## src/rtl/graphic_box_unit.sv

```systemverilog
// rtl/graphic_box_unit.sv - one scanline of a clipped, bordered, optionally hollow box
// Streams dx/data pixel writes under a ready handshake, one start/done per row.
module graphic_box_unit #(
  parameter int X_W      = 12,
  parameter int SCREEN_W = 320,
  parameter int COLOR_W  = 4
) (
  input  logic               clk,
  input  logic               reset_n,
  input  logic               start,
  input  logic [X_W-1:0]     dy,
  input  logic [X_W-1:0]     x0,
  input  logic [X_W-1:0]     y0,
  input  logic [X_W-1:0]     width,
  input  logic [X_W-1:0]     height,
  input  logic [X_W-1:0]     border,
  input  logic [COLOR_W-1:0] fg_color,
  input  logic [COLOR_W-1:0] bg_color,
  input  logic               fill_en,
  input  logic               ready,
  output logic [X_W-1:0]     dx,
  output logic               wr,
  output logic [COLOR_W-1:0] data,
  output logic               busy,
  output logic               done
);

  localparam int XW1 = X_W + 1;
  localparam logic [X_W:0] SCR_W    = XW1'(SCREEN_W);
  localparam logic [X_W:0] SCR_LAST = XW1'(SCREEN_W - 1);

  typedef enum logic [1:0] {IDLE, CHECK, DRAW, DONE} state_t;
  state_t state, state_nx;

  logic [X_W-1:0]     dy_r, x0_r, y0_r, w_r, h_r, b_r;
  logic [COLOR_W-1:0] fg_r, bg_r;
  logic               fill_r;
  logic [X_W:0]       end_x_r;
  logic               brow_r;

  // Every geometry sum is one bit wider than the operands so it never wraps.
  logic [X_W:0] dy_e, x0_e, y0_e, w_e, h_e, b_e, dx_e;
  logic [X_W:0] y_end, x_end, last_x, end_c;
  logic         row_in, brow_c, empty, bpix, advance, at_end;

  assign dy_e = {1'b0, dy_r};
  assign x0_e = {1'b0, x0_r};
  assign y0_e = {1'b0, y0_r};
  assign w_e  = {1'b0, w_r};
  assign h_e  = {1'b0, h_r};
  assign b_e  = {1'b0, b_r};
  assign dx_e = {1'b0, dx};

  assign y_end  = y0_e + h_e;
  assign x_end  = x0_e + w_e;
  assign last_x = x_end - 1'b1;
  assign end_c  = (last_x < SCR_W) ? last_x : SCR_LAST;
  assign row_in = (dy_e >= y0_e) && (dy_e < y_end);
  assign brow_c = (dy_e < y0_e + b_e) || (dy_e + b_e >= y_end);
  assign empty  = !row_in || (w_r == '0) || (h_r == '0) || (x0_e >= SCR_W);

  assign bpix   = brow_r || (dx_e < x0_e + b_e) || (dx_e + b_e >= x_end);
  assign at_end = (dx_e == end_x_r);

  always_ff @(posedge clk or negedge reset_n) begin
    if (!reset_n) state <= IDLE;
    else          state <= state_nx;
  end

  always_comb begin
    state_nx = state;
    wr       = 1'b0;
    data     = '0;
    busy     = (state != IDLE);
    done     = 1'b0;
    advance  = 1'b0;
    case (state)
      IDLE:  if (start) state_nx = CHECK;
      CHECK: state_nx = empty ? DONE : DRAW;
      DRAW: begin
        wr   = bpix || fill_r;
        data = wr ? (bpix ? fg_r : bg_r) : '0;
        advance = !wr || ready;
        if (advance && at_end) state_nx = DONE;
      end
      DONE: begin
        done     = 1'b1;
        state_nx = IDLE;
      end
      default: state_nx = IDLE;
    endcase
  end

  always_ff @(posedge clk or negedge reset_n) begin
    if (!reset_n) begin
      dy_r    <= '0;
      x0_r    <= '0;
      y0_r    <= '0;
      w_r     <= '0;
      h_r     <= '0;
      b_r     <= '0;
      fg_r    <= '0;
      bg_r    <= '0;
      fill_r  <= 1'b0;
      end_x_r <= '0;
      brow_r  <= 1'b0;
      dx      <= '0;
    end else begin
      if (state == IDLE && start) begin
        dy_r   <= dy;
        x0_r   <= x0;
        y0_r   <= y0;
        w_r    <= width;
        h_r    <= height;
        b_r    <= border;
        fg_r   <= fg_color;
        bg_r   <= bg_color;
        fill_r <= fill_en;
      end
      if (state == CHECK) begin
        end_x_r <= end_c;
        brow_r  <= brow_c;
        if (!empty) dx <= x0_r;
      end
      if (state == DRAW && advance && !at_end) dx <= dx + 1'b1;
    end
  end

endmodule

```

## config.mk

```make
export PLATFORM = sky130hd
export DESIGN_NAME = graphic_box_unit
export DESIGN_NICKNAME = d
export VERILOG_FILES = /design/src/rtl/graphic_box_unit.sv
export SDC_FILE = /design/constraint.sdc
export NUM_CORES = 1
export LEC_CHECK = 0
export CAP_MARGIN = 20
export CORE_ASPECT_RATIO = 1.25
export CORE_MARGIN = 5
export CORE_UTILIZATION = 32
export CTS_BUF_LIST = sky130_fd_sc_hd__clkbuf_4
export DETAILED_ROUTE_END_ITERATION = 8
export DONT_BUFFER_PORTS = 1
export PLACE_DENSITY = 0.44
export SLEW_MARGIN = 10
export SYNTH_ARGS = -nofsm -noshare
export SYNTH_HDL_FRONTEND = slang
export SYNTH_SLANG_ARGS = --single-unit
```

## constraint.sdc

```tcl
create_clock -name clk -period 6.2 [get_ports clk]
set_input_delay 1.55 -clock clk [delete_from_list [all_inputs] [get_ports clk]]
set_output_delay 1.55 -clock clk [all_outputs]
set_load 0.02 [all_outputs]
```

==> impl_table.tex <==
\begin{tabular}{lr}
\hline
Metric & Value \\
\hline
\multicolumn{2}{l}{\textbf{STA}} \\
Count of pins over their slew limit & 0 \\
Worst clock skew on the final layout & 27.4 ps \\
Worst slew margin relative to its limit & between 40\% and 50\% \\
Maximum frequency from static timing analysis & approximately 0.17 GHz \\
Total count of hold-check failures in the final report & 0 \\
Worst-Margin Slew & approximately 870 ps \\
Fraction of the cycle the final worst path needs & 94.7\% \\
Setup violation total in the final timing report & 0 \\
Min cycle time layout & 5870 ps \\
Hold\_ws & 522 ps \\
\multicolumn{2}{l}{\textbf{GRT}} \\
Number of antenna violations at the first check in global routing & 4 \\
Largest net degree at the start of global routing & 110 \\
Combined global-route utilization of all metal layers & roughly 16\% \\
Vias in the first global route & 7505 \\
Remaining global-route overflow & 0 \\
Wire length of the first global-routing pass & 41.6 mm \\
\multicolumn{2}{l}{\textbf{Placement}} \\
Global placer's final weighted congestion & 0.827 \\
Detail Placement HPWL & roughly 21 mm \\
Count of input and output buffers & 0 \\
Cell Area, Placed & 9940 um\^{}2 \\
\multicolumn{2}{l}{\textbf{Worst setup path}} \\
Buffers \& Inverters on Critical Path & 4 \\
Kind of start point of the critical path & flip-flop \\
R2r worst-path depth & 21 \\
Data required time at the worst endpoint & about 4700 ps \\
Critical-path cell list & ha\_2 -> inv\_1 -> fa\_2 -> nor2b\_4 -> o211ai\_2 -> a32oi\_2 -> buf\_4 -> xor2\_2 -> inv\_1 -> ha\_1 -> o21ai\_0 -> o21ai\_2 -> a22oi\_1 -> o21a\_2 -> o21ai\_4 -> nand2\_1 -> a21boi\_1 -> buf\_4 \\
Critical R2R Capture & dx[5] \\
Crit end category & primary output \\
Total stage count of the critical path & 18 \\
Start-to-end type of the worst setup path & reg2out \\
Critical Path Slowest Stage Cell & dfrtp\_1 \\
Slack of the worst reg-to-reg path & 1100 ps \\
CP Data Arrival Time & between 4000 and 5000 ps \\
Peak per-stage delay on the critical path & 420 ps \\
Worst r2r src & x0\_r[1] \\
Crit Path Max Fanout & 5 \\
Crit-path leading delay family & compound AO/OA/AOI/OAI gates \\
\multicolumn{2}{l}{\textbf{Logic synthesis}} \\
Leading area contributor after synthesis & dfrtp\_1 \\
Syn Area/Cell & 9.91 um\^{}2 \\
Proportion of netlist area held by the largest area contributor & 29.1\% \\
Most used standard cell by instance count after synthesis & ha\_1 \\
Mapped Cells & 947 \\
\#FFs+latches synth & $\sim$110 \\
Sequential cell area fraction in the yosys report & 29.1\% \\
Top FF cell, synth & dfrtp\_1 \\
Ys Warns & 0 \\
Synth unique cells & 71 \\
Area of the mapped netlist & 9390 um\^{}2 \\
Syn\_nets & 1187 \\
Most frequent cells after synthesis & ha\_1 (149), dfrtp\_1 (109), mux2\_2 (83) \\
Post-synth EDFFs & 0 \\
Asr flop ratio synth & 100\% \\
Synth top area cells & dfrtp\_1 (29\%), ha\_1 (20\%), mux2\_2 (10\%) \\
\multicolumn{2}{l}{\textbf{Clocking}} \\
Clock Sink Count & 109 \\
Clock tree buffer depth & 2 \\
H-tree depth reported by CTS & 3 \\
Clock tree from TritonCTS & done \\
Quantity of hold-fixing buffers added after cts & 0 \\
Root cell of the clock tree & clkbuf\_4 \\
Skew-Pair Late Insertion Delay & between 500 and 600 ps \\
Number of clock buffers inserted by TritonCTS & 9 \\
Clock edge transition at the registers on the reported setup and hold paths & 200 ps \\
\multicolumn{2}{l}{\textbf{Route}} \\
Total via count after detailed routing & about 7000 \\
Average detailed-routed wire length per instance & 18.9 um \\
Routed via count divided by cell count & 5.12 \\
Remaining DRCs & 0 \\
Count of nets left with antenna violations after detail routing & 0 \\
Length of the first detailed-routing pass in iterations & 4 \\
Drt initial violations & around 210 \\
Post-Route WL & 26.0 mm \\
\multicolumn{2}{l}{\textbf{Floorplanning}} \\
Die area & between 30000 and 40000 um\^{}2 \\
CORE AREA & 29100 um\^{}2 \\
Overall die width & 163 um \\
IO Count & 104 \\
Die H & $\sim$200 um \\
Number of core rows & 70 \\
Starting density of the core & 32.3\% \\
\multicolumn{2}{l}{\textbf{Cells and area}} \\
Number of fill cells & 3046 \\
Area growth syn-to-layout & 10.0\% \\
\# nets final & 1210 \\
Storage element area & $\sim$2700 um\^{}2 \\
Area of the multi-input gates & 6480 um\^{}2 \\
Ratio of cells with drive above 1 in the final layout & 18.7\% \\
Post-route design area & 10300 um\^{}2 \\
\multicolumn{2}{l}{\textbf{Outcome}} \\
Status & finished clean \\
\multicolumn{2}{l}{\textbf{Min path}} \\
Tightest Hold Check Type & reg2reg \\
Hold path startpoint & end\_x\_r[12] \\
Cell count of the worst hold path & 1 \\
Hold worst-path end & end\_x\_r[12] \\
\multicolumn{2}{l}{\textbf{Job}} \\
Number of maximum-capacitance violations & 0 \\
\hline
\end{tabular}
worst max path at each step:
| stage | start | endpoint | slack [ps] |
|---|---|---|---|
| 6_report | x0_r[0] | data[1] | 330 |
| 5_1_grt | x0_r[1] | data[1] | -4 |
| 4_1_cts | x0_r[0] | data[1] | 9 |
| 3_3_place_gp | x0_r[0] | data[1] | 300 |
| 3_5_place_dp | x0_r[0] | data[1] | 250 |
| 2_1_floorplan | x0_r[0] | data[0] | 720 |
final cells by class:
type                       count  area share, %
antenna                        3         0.0727
sequential                   109           26.5
inverter                      62           2.25
multi-input combinational    761           62.8
clock inverter                 7           1.01
timing repair buffer          27           1.96
tap                          396           4.80
clock buffer                   9          0.654
cells by family (layout without fill, tap and decap cells):
family | count (synthesis) | in the layout | synth area share (%)
AO/OA/AOI/OAI | 226 | 226 | 16.9
XOR/XNOR | 75 | 75 | 7.16
adder cells (fa/ha/maj) | 155 | 155 | 21.1
buffers and inverters | 77 | 105 | 3.19
flip-flops | 109 | 109 | 29.1
multiplexers | 90 | 90 | 10.7
other | 0 | 3 | 0
AND/OR/NAND/NOR | 215 | 215 | 11.9
state kept, by name, indices dropped and copies added, names as in the netlist:
name,flops
w_r,12
brow_r,1
fg_r,4
h_r,12
y0_r,12
dy_r,12
b_r,12
fill_r,1
x0_r,12
end_x_r,13
dx,12
bg_r,4
state,2
worst reg2reg max path: stages (launching register included):
cell and delay, ps:
dfrtp_2 470, ha_1 290, a21o_1 190, a21oi_2 150, o21bai_1 90, a21oi_2 210, nor2b_2 80, o2111ai_2 210
nand3_2 140, o41ai_4 310, xor2_1 110, ha_2 320, o21ai_1 80, nor4_2 210, o311ai_1 150, nor3_2 120
buf_4 170, buf_4 110, o2111a_1 230, o21a_1 720, mux2_2 420, a221oi_1 240
per-stage QoR:
| step | instances | setup WS, ps | utilization (%) | setup TNS [ps] |
|---|---|---|---|---|
| 2_1_floorplan | 947 | 725 | - | 0 |
| 3_3_place_gp | 1344 | 299 | 34.2 | 0 |
| 3_5_place_dp | 1344 | 253 | 34.2 | 0 |
| 4_1_cts | 1362 | 8.88 | 34.9 | 0 |
| 5_1_grt | 1374 | -4.45 | 35.5 | -11.4 |
| 6_report | 1374 | 331 | 35.5 | 0 |
metal layers:
layer	share of wire (%)	track usage [%]	vias up
met5	0.042	0	-
met4	1.7	4.38	2
met3	3.1	3.01	25
met2	53	30.4	76
met1	42	18.7	3408
li1	-	-	3525
layout by cell type, fill, tap and decap left out, types with 11 or more instances in the layout:
master,count
ha_1,147
a21o_1,24
nand2_1,39
mux2_2,83
dfrtp_1,106
nor2_1,53
o21ai_0,34
nand2b_1,13
and3_1,11
nor2b_1,16
inv_1,61
o21bai_1,13
nand3_1,25
buf_4,27
a21oi_1,56
xor2_1,27
xnor2_1,44
repair_timing:
item / 4_1_cts / 5_1_grt
endpoints found under the setup margin: 5 / 5
gates cloned: 0 / 0
resized for setup: 7 / 29
setup buffers: 2 / 9
pin swaps: 1 / 15
endpoints found under the hold margin: 0 / 0
Power is not shown: default switching activity piles up to over one toggle a cycle in this logic, so the estimate is an artifact.
